--- src/rtl/dmem_bus_adapter_pkg.sv ---
// Shared types and defaults for the data-memory bus adapter.
package dmem_bus_adapter_pkg;

    typedef logic [31:0] uint32_t;

    typedef enum logic [1:0] {IDLE, ACCESS, DONE} dmem_state_t;

    localparam int unsigned DMEM_TIMEOUT_DEFAULT = 255;
    localparam int unsigned DMEM_ADDR_W_DEFAULT  = 30;

endpackage

--- src/rtl/dmem_bus_adapter_if.sv ---
// Valid/ready data-memory bus between the adapter (master) and the memory or fabric (slave).
interface dmem_bus_adapter_if
    import dmem_bus_adapter_pkg::*;
#(
    parameter int unsigned ADDR_W = DMEM_ADDR_W_DEFAULT
);

    logic              mem_valid;
    logic              mem_we;
    logic [ADDR_W-1:0] mem_addr;
    logic [3:0]        mem_be;
    uint32_t           mem_wdata;
    logic              mem_ready;
    uint32_t           mem_rdata;
    logic              mem_err;

    modport master (
        output mem_valid, mem_we, mem_addr, mem_be, mem_wdata,
        input  mem_ready, mem_rdata, mem_err
    );

    modport slave (
        input  mem_valid, mem_we, mem_addr, mem_be, mem_wdata,
        output mem_ready, mem_rdata, mem_err
    );

endinterface

--- src/rtl/bus_timeout_counter.sv ---
// Counts ACCESS cycles; expired flags the last permitted cycle of an outstanding access.
module bus_timeout_counter
    import dmem_bus_adapter_pkg::*;
#(
    parameter int unsigned LIMIT = DMEM_TIMEOUT_DEFAULT
) (
    input  logic clk,
    input  logic rst,
    input  logic clear,
    input  logic en,
    output logic expired
);

    logic [7:0] count_q, count_d;

    assign expired = en && (count_q == 8'(LIMIT - 1));

    // Holds at the limit so the count can never wrap into a fresh window.
    always_comb begin
        count_d = count_q;
        if (clear) begin
            count_d = '0;
        end else if (en && !expired) begin
            count_d = count_q + 8'd1;
        end
    end

    always_ff @(posedge clk) begin
        if (rst) begin
            count_q <= '0;
        end else begin
            count_q <= count_d;
        end
    end

endmodule

--- src/rtl/dmem_bus_adapter.sv ---
// Sequential load/store port: one access per instruction, stalls the core while outstanding,
// registered read data, bus errors and timeouts reported as a bus_err pulse with done.
module dmem_bus_adapter
    import dmem_bus_adapter_pkg::*;
#(
    parameter int unsigned TIMEOUT_CYCLES = DMEM_TIMEOUT_DEFAULT,
    parameter int unsigned ADDR_W         = DMEM_ADDR_W_DEFAULT
) (
    input  logic              clk,
    input  logic              rst,
    input  logic              req_read,
    input  logic              req_write,
    input  logic [ADDR_W-1:0] req_addr,
    input  logic [3:0]        req_mask,
    input  uint32_t           req_wdata,
    output logic              stall,
    output logic              done,
    output uint32_t           rdata,
    output logic              bus_err,
    dmem_bus_adapter_if.master bus
);

    localparam logic [1:0] StIdle   = IDLE;
    localparam logic [1:0] StAccess = ACCESS;
    localparam logic [1:0] StDone   = DONE;

    logic [1:0]        state_q, state_d;
    logic              err_q, err_d;
    logic              we_q, we_d;
    logic [ADDR_W-1:0] addr_q, addr_d;
    logic [3:0]        be_q, be_d;
    uint32_t           wdata_q, wdata_d;
    uint32_t           rdata_q, rdata_d;

    logic request, squashed, in_idle, in_access, expired;

    assign request   = req_read | req_write;
    // A store whose mask was cleared upstream completes without touching the bus.
    assign squashed  = req_write && (req_mask == 4'b0000);
    assign in_idle   = (state_q == StIdle);
    assign in_access = (state_q == StAccess);

    bus_timeout_counter #(
        .LIMIT (TIMEOUT_CYCLES)
    ) u_timeout (
        .clk     (clk),
        .rst     (rst),
        .clear   (in_idle && request),
        .en      (in_access),
        .expired (expired)
    );

    always_comb begin
        state_d = state_q;
        err_d   = err_q;
        we_d    = we_q;
        addr_d  = addr_q;
        be_d    = be_q;
        wdata_d = wdata_q;
        rdata_d = rdata_q;
        case (state_q)
            StIdle: begin
                if (request) begin
                    err_d = 1'b0;
                    if (squashed) begin
                        state_d = StDone;
                    end else begin
                        state_d = StAccess;
                        we_d    = req_write;
                        addr_d  = req_addr;
                        be_d    = req_mask;
                        wdata_d = req_wdata;
                    end
                end
            end
            StAccess: begin
                // mem_ready takes precedence over a timeout in the same cycle.
                if (bus.mem_ready) begin
                    state_d = StDone;
                    err_d   = bus.mem_err;
                    if (!we_q) rdata_d = bus.mem_rdata;
                end else if (expired) begin
                    state_d = StDone;
                    err_d   = 1'b1;
                    if (!we_q) rdata_d = '0;
                end
            end
            StDone:  state_d = StIdle;
            default: state_d = StIdle;
        endcase
    end

    always_ff @(posedge clk) begin
        if (rst) begin
            state_q <= StIdle;
            err_q   <= 1'b0;
            we_q    <= 1'b0;
            addr_q  <= '0;
            be_q    <= '0;
            wdata_q <= '0;
            rdata_q <= '0;
        end else begin
            state_q <= state_d;
            err_q   <= err_d;
            we_q    <= we_d;
            addr_q  <= addr_d;
            be_q    <= be_d;
            wdata_q <= wdata_d;
            rdata_q <= rdata_d;
        end
    end

    assign stall         = (in_idle && request) || in_access;
    assign done          = (state_q == StDone);
    assign bus_err       = done && err_q;
    assign rdata         = rdata_q;
    assign bus.mem_valid = in_access;
    assign bus.mem_we    = we_q;
    assign bus.mem_addr  = addr_q;
    assign bus.mem_be    = be_q;
    assign bus.mem_wdata = wdata_q;

endmodule

--- src/flat_wrapper.sv ---
// flat-port wrapper written by rule: the top's interface ports become plain ports
module dmem_bus_adapter_flat import dmem_bus_adapter_pkg::*;
#(
    parameter int unsigned TIMEOUT_CYCLES = DMEM_TIMEOUT_DEFAULT,
    parameter int unsigned ADDR_W         = DMEM_ADDR_W_DEFAULT
)
  (clk, rst, req_read, req_write, req_addr, req_mask, req_wdata, stall, done, rdata, bus_err, bus_mem_valid, bus_mem_we, bus_mem_addr, bus_mem_be, bus_mem_wdata, bus_mem_ready, bus_mem_rdata, bus_mem_err);
  dmem_bus_adapter_if #(.ADDR_W(ADDR_W)) bus_i ();
  input  logic clk;
  input  logic rst;
  input  logic req_read;
  input  logic req_write;
  input  logic [ADDR_W-1:0] req_addr;
  input  logic [3:0] req_mask;
  input  uint32_t req_wdata;
  output logic stall;
  output logic done;
  output uint32_t rdata;
  output logic bus_err;
  output wire logic [$bits(bus_i.mem_valid)-1:0] bus_mem_valid;
  output wire logic [$bits(bus_i.mem_we)-1:0] bus_mem_we;
  output wire logic [$bits(bus_i.mem_addr)-1:0] bus_mem_addr;
  output wire logic [$bits(bus_i.mem_be)-1:0] bus_mem_be;
  output wire logic [$bits(bus_i.mem_wdata)-1:0] bus_mem_wdata;
  input wire logic [$bits(bus_i.mem_ready)-1:0] bus_mem_ready;
  input wire logic [$bits(bus_i.mem_rdata)-1:0] bus_mem_rdata;
  input wire logic [$bits(bus_i.mem_err)-1:0] bus_mem_err;
  assign bus_mem_valid = bus_i.mem_valid;
  assign bus_mem_we = bus_i.mem_we;
  assign bus_mem_addr = bus_i.mem_addr;
  assign bus_mem_be = bus_i.mem_be;
  assign bus_mem_wdata = bus_i.mem_wdata;
  assign bus_i.mem_ready = bus_mem_ready;
  assign bus_i.mem_rdata = bus_mem_rdata;
  assign bus_i.mem_err = bus_mem_err;
  dmem_bus_adapter #(.TIMEOUT_CYCLES(TIMEOUT_CYCLES), .ADDR_W(ADDR_W)) u_core (.clk(clk), .rst(rst), .req_read(req_read), .req_write(req_write), .req_addr(req_addr), .req_mask(req_mask), .req_wdata(req_wdata), .stall(stall), .done(done), .rdata(rdata), .bus_err(bus_err), .bus(bus_i));
endmodule
--- config.mk ---
export PLATFORM = sky130hd
export DESIGN_NAME = dmem_bus_adapter_flat
export DESIGN_NICKNAME = d
export VERILOG_FILES = /design/src/rtl/dmem_bus_adapter_pkg.sv /design/src/rtl/dmem_bus_adapter_if.sv /design/src/rtl/bus_timeout_counter.sv /design/src/rtl/dmem_bus_adapter.sv /design/src/flat_wrapper.sv
export SDC_FILE = /design/constraint.sdc
export NUM_CORES = 1
export LEC_CHECK = 0
export BUFFER_PORTS_ARGS = -buffer_cell sky130_fd_sc_hd__buf_2
export CELL_PAD_IN_SITES_DETAIL_PLACEMENT = 0
export CELL_PAD_IN_SITES_GLOBAL_PLACEMENT = 1
export CORE_UTILIZATION = 26
export DETAILED_ROUTE_END_ITERATION = 7
export PLACE_DENSITY = 0.64
export SLEW_MARGIN = 20
export SYNTH_ARGS = -nofsm -noshare
export SYNTH_HDL_FRONTEND = slang
export SYNTH_SLANG_ARGS = --single-unit
--- constraint.sdc ---
create_clock -name clk -period 2.6 [get_ports clk]
set_input_delay 0.39 -clock clk [delete_from_list [all_inputs] [get_ports clk]]
set_output_delay 0.39 -clock clk [all_outputs]
set_load 0.05 [all_outputs]
# ---- After elaboration in Yosys (flattened, before gate mapping)
# Index checks and enable logic that the tools add are counted.
dict set report classes {
  addsub 1
  multipliers 0
  div_mod_pow 0
  n_lt_le_gt_ge 0
  eq_ne 5
  shift 0
  mux 13
  n_bitwise 3
  reduce_logical 16
}
# op n
set op_table {}
lappend op_table {{$mux 32} 4}
lappend op_table {{$reduce_and 3->1} 3}
lappend op_table {{$add 8x1->8 const B} 1}
lappend op_table {{$eq 8x8->1 const B} 1}
lappend op_table {{$mux 2} 4}
lappend op_table {{$logic_and 1x1->1} 5}
lappend op_table {{$logic_not 4->1} 1}
lappend op_table {{$pmux 2 s2} 1}
lappend op_table {{$reduce_bool 2->1} 2}
lappend op_table {{$mux 1} 3}
lappend op_table {{$ne 3x3->1 const B} 1}
lappend op_table {{$eq 2x1->1 const B} 1}
lappend op_table {{$eq 2x2->1 const B} 1}
lappend op_table {{$logic_not 2->1} 1}
lappend op_table {{$ne 2x1->1 const B} 1}
lappend op_table {{$not 1->1} 2}
lappend op_table {{$pmux 1 s2} 1}
lappend op_table {{$reduce_and 2->1} 1}
lappend op_table {{$reduce_or 2->1} 1}
lappend op_table {{$logic_not 1->1} 1}
lappend op_table {{$logic_or 1x1->1} 1}
lappend op_table {{$or 1x1->1} 1}
dict set report totals {
  ff_bits 110
  latchBits 0
  ramBits 0
  rom_bits 0
  input_bits 104
  wordCells 46
  memories 0
}

# ---- Depth between registers and ports, before layout
dict set report logic_depth {
  word_depth 5
  mapped_depth 7
  ltp_nobuf 6
}

# ---- Cells and area by module
# A second synthesis with hierarchy kept.
dict set report hier_totals {
  hier_cells 524
  hier_area_um2 4500.6
}
# module n_inst cells_each area_each_um2
set modules_own_cells {}
lappend modules_own_cells {dmem_bus_adapter 1 473 4045.1}
lappend modules_own_cells {bus_timeout_counter 1 51 455.4}

# ---- Least setup slack after synthesis
# OpenSTA, ideal clock, no wires.
dict set report synth_path {
  path_kind {reg-to-output}
  start {register u_core.state_q[0]}
  end {output port bus_err}
  t_arrival_ps 1344
  t_required_ps 2210
  slack_ps 866
  path_stages_with_launch 3
  n_path_buf 0
  path_cell_list {dfxtp_1 -> and2b_1 -> and2_1}
}
dict set report synth_between {
  elab_chain_len 2
}
# element line_no
set synth_rtl {}
lappend synth_rtl {{start: declaration} dmem_bus_adapter.sv:27} ;# logic [1:0] state_q, state_d;
lappend synth_rtl {{start signal: assignment} dmem_bus_adapter.sv:95} ;# state_q <= StIdle;
lappend synth_rtl {{start signal: assignment} dmem_bus_adapter.sv:103} ;# state_q <= state_d;
lappend synth_rtl {{$eq 2x2->1} dmem_bus_adapter.sv:114} ;# assign done = (state_q == StDone);
lappend synth_rtl {{net done} flat_wrapper.sv:17} ;# output logic done;
lappend synth_rtl {{$logic_and 1x1->1} dmem_bus_adapter.sv:115} ;# assign bus_err = done && err_q;
lappend synth_rtl {{end: declaration} flat_wrapper.sv:19} ;# output logic bus_err;
# The timed path passes the listed nets, and every way through them passes these cells.

# ---- Worst setup path after layout
dict set report layout_path {
  start {register u_core.state_q[0]}
  end {output port stall}
}
dict set report layout_between {
  elab_chain_len 3
}
# element line_no
set layout_rtl {}
lappend layout_rtl {{$logic_not 2->1} dmem_bus_adapter.sv:40} ;# assign in_idle = (state_q == StIdle);
lappend layout_rtl {{$logic_and 1x1->1} dmem_bus_adapter.sv:113} ;# assign stall = (in_idle && request) || in_access;
lappend layout_rtl {{$logic_or 1x1->1 *} dmem_bus_adapter.sv:113}
lappend layout_rtl {{end: declaration} flat_wrapper.sv:16} ;# output logic stall;
# Mark *: on every way between the ends. The rest lies on a longest branch, timed or not.

==> results.sh <==
export IMPL_grt_util_met2_pct=23.9
export IMPL_finalHoldViolCount=0
export IMPL_period_needed_ps=1930
export IMPL_netlist_top_cells_area="dfxtp_1 54%, a21oi_1 8.7%, o21ai_0 8.2%"
export IMPL_grt_total_usage_pct=15.0
export IMPL_drt_wl_total_um=12400
export IMPL_clkTransAtPathRegs_ps=80
export IMPL_outcome="completed"
export IMPL_drt_wirelength_per_cell_um=14.6
export IMPL_rows=45
export IMPL_grt_pass1_wl_um=19300
export IMPL_drt_iter0_drc=173
export IMPL_syn_to_final_growth_pct=38.3
export IMPL_postSynthAreaPerCell_um2=9.09
export IMPL_critical_path_cell_chain="nor3_1 -> or2_2 -> inv_1 -> buf_2"
export IMPL_global_route_usage_met3_pct=5.03
export IMPL_placed_cells=834
export IMPL_power_net_switching_mw=1.46
export IMPL_antenna_found_initial=1
export IMPL_comb_power_share_pct=23.1
export IMPL_finalNetCount=740
export IMPL_synth_edff_count=0
export IMPL_pwr_density_cell_nw_per_um2=779
export IMPL_fp_dieH_um=127
export IMPL_finalSetupTns_ps=0
export IMPL_cp_start_kind="flop"
export IMPL_skew_ps=5.19
export IMPL_multi_input_area_um2=1710
export IMPL_switching_share_pct=33.2
export IMPL_grt_ovfl_total=0
export IMPL_syn_nets=556
export IMPL_place_ws_ps=737
export IMPL_ctsHoldBuffers=0
export IMPL_dpl_cell_area_um2=5330
export IMPL_tightest_slew_ps=743
export IMPL_grt_max_degree=68
export IMPL_crit_start="u_core.state_q[0]"
export IMPL_power_internal_mw=2.94
export IMPL_seqCellArea_um2=2200
export IMPL_max_stage_delay_ps=480
export IMPL_ir_worst_vdd_mv=0.356
export IMPL_power_frac_clock_pct=34.3
export IMPL_crit_buf_inv=2
export IMPL_via_count=4018
export IMPL_end_kind="output pin"
export IMPL_numCtsBuffers=9
export IMPL_min_from="bus_mem_rdata[31]"
export IMPL_io_buffer_count=206
export IMPL_final_setup_worst_slack_ps=669
export IMPL_gr_max_usage_layer="met2"
export IMPL_start_util_pct=26.8
export IMPL_cpMaxStageDelayCell="dfxtp_1"
export IMPL_fin_hold_ws_ps=251
export IMPL_synth_seq_cells=110
export IMPL_cts_sinks=110
export IMPL_synth_top_cell_area_share_pct=53.8
export IMPL_cts_buffer_depth=2
export IMPL_h_tree_depth=3
export IMPL_drcViolationCount=0
export IMPL_place_hpwl_um=8450
export IMPL_core_area_um2=15300
export IMPL_yosysUniqueCellTypes=39
export IMPL_synth_ff_type="dfxtp_1"
export IMPL_final_cells=851
export IMPL_synth_async_reset_ratio_pct=0
export IMPL_fillers=1583
export IMPL_clk_insertion_delay_late_ps=350
export IMPL_cts_resized=0
export IMPL_sequentialPowerShare_pct=42.5
export IMPL_yosysTopAreaCell="dfxtp_1"
export IMPL_post_cts_setup_buffers=0
export IMPL_ioPinCount=207
export IMPL_hp_class="input port to flop"
export IMPL_ys_top_cells_by_count="110 x dfxtp_1, 71 x a21oi_1, 67 x o21ai_0, 66 x nand3_1, 32 x a22o_1"
export IMPL_drive_gt1_share_pct=38.3
export IMPL_r2r_start="u_core.u_timeout.count_q[0]"
export IMPL_fin_area_um2=5660
export IMPL_finalSetupViolations=0
export IMPL_cts_root_buf="clkbuf_16"
export IMPL_timing_final_crit_share_pct=74.3
export IMPL_synthesis_area_um2=4090
export IMPL_gp_congestion=0.713
export IMPL_die_width_um=127
export IMPL_drv_slew=0
export IMPL_viasPerCell=4.72
export IMPL_ant_nets=0
export IMPL_die_area_um2=16200
export IMPL_required_ps=2210
export IMPL_rsz0062_at_grt="no"
export IMPL_grt_use_met1_pct=18.9
export IMPL_leakagePower_nw=2.59
export IMPL_crit_family="flip-flops"
export IMPL_drv_cap=0
export IMPL_crit_fanout=6
export IMPL_cts_tree="done"
export IMPL_yosysWarnings=0
export IMPL_grt_pass1_vias=3818
export IMPL_critPathKind="flop to output pin"
export IMPL_max_slew_margin_rel_pct=50.5
export IMPL_syn_inst=450
export IMPL_cp_data_arrival_time_ps=1540
export IMPL_seq_area_frac_synth_pct=53.8
export IMPL_synth_most_common_cell="dfxtp_1"
export IMPL_utilization_pct=37.1
export IMPL_dr_pass1_iters=4
export IMPL_power_mw=4.41
export IMPL_fmax_ghz=0.518
## cells by family (layout without fill, tap and decap cells)
kind of cell	after synthesis	in the layout	share of synthesized area, %
AND/OR/NAND/NOR	104	104	13.5
XOR/XNOR	4	4	0.856
other	0	1	0
adder cells (fa/ha/maj)	2	2	0.612
multiplexers	1	1	0.245
AO/OA/AOI/OAI	182	182	26.0
flip-flops	110	110	53.8
buffers and inverters	47	236	4.98
## final timing paths
path	endpoint	depth (start not counted)	slack, ps
worst max-delay path	stall	4	670
worst min-delay path	u_core.rdata[31]	2	250
worst max register to register	u_core.u_timeout.count_q[7]	6	850
worst min register to register	u_core.rdata[26]	1	470
## area by class of cell
| type | count | area share, % |
|---|---|---|
| timing repair buffer | 216 | 20.0 |
| clock buffer | 9 | 3.98 |
| sequential | 110 | 38.9 |
| clock inverter | 7 | 1.86 |
| multi-input combinational | 293 | 30.2 |
| antenna | 1 | 0.0442 |
| tap | 211 | 4.67 |
| inverter | 4 | 0.354 |
## metal layers
metal	part of all wire [%]	routed length, um	vias to the layer above
met5	0	0	-
li1	-	-	1993
met4	1.0	127	0
met1	46	5720	1861
met2	45	5560	156
met3	8.2	1020	8
## flip-flops by register name (all words and copies together), names as in the netlist
signal	flops
u_core.bus.mem_we	1
u_core.rdata	32
u_core.bus.mem_be	4
u_core.bus.mem_wdata	32
u_core.err_q	1
u_core.u_timeout.count_q	8
u_core.bus.mem_addr	30
u_core.state_q	2
## cell usage in the layout (no fill, tap or decap), types with 5 or more instances in the layout
| cell | Yosys | final |
|---|---|---|
| buf_2 | 11 | 206 |
| dfxtp_1 | 110 | 110 |
| a21oi_1 | 71 | 70 |
| o21ai_0 | 67 | 67 |
| nand3_1 | 66 | 65 |
| a22o_1 | 32 | 32 |
| nor2_1 | 13 | 13 |
| clkbuf_16 | 0 | 9 |
| buf_4 | 2 | 8 |
| nand2_1 | 6 | 5 |
## power groups by stage
stage                     combinational [mW]  clock (mW)  sequential, mW
after detailed placement                1.03           0            1.91
after global placement                  1.02           0            1.91
after floorplan                        0.320           0            2.32
after CTS                               1.03        1.57            1.87
after global routing                    1.09        1.63            1.89
final                                   1.02        1.51            1.87
## worst reg2reg max path, delay by kind of cell (launching register included)
kind	cells	cell delay, ps
and+or+nand+nor	2	760
DFF	1	370
AOI/OAI and AO/OA	2	280
adders and majority gates	1	190
buffers and inverters	1	80
No activity file was read; power rests on OpenSTA's default activity.
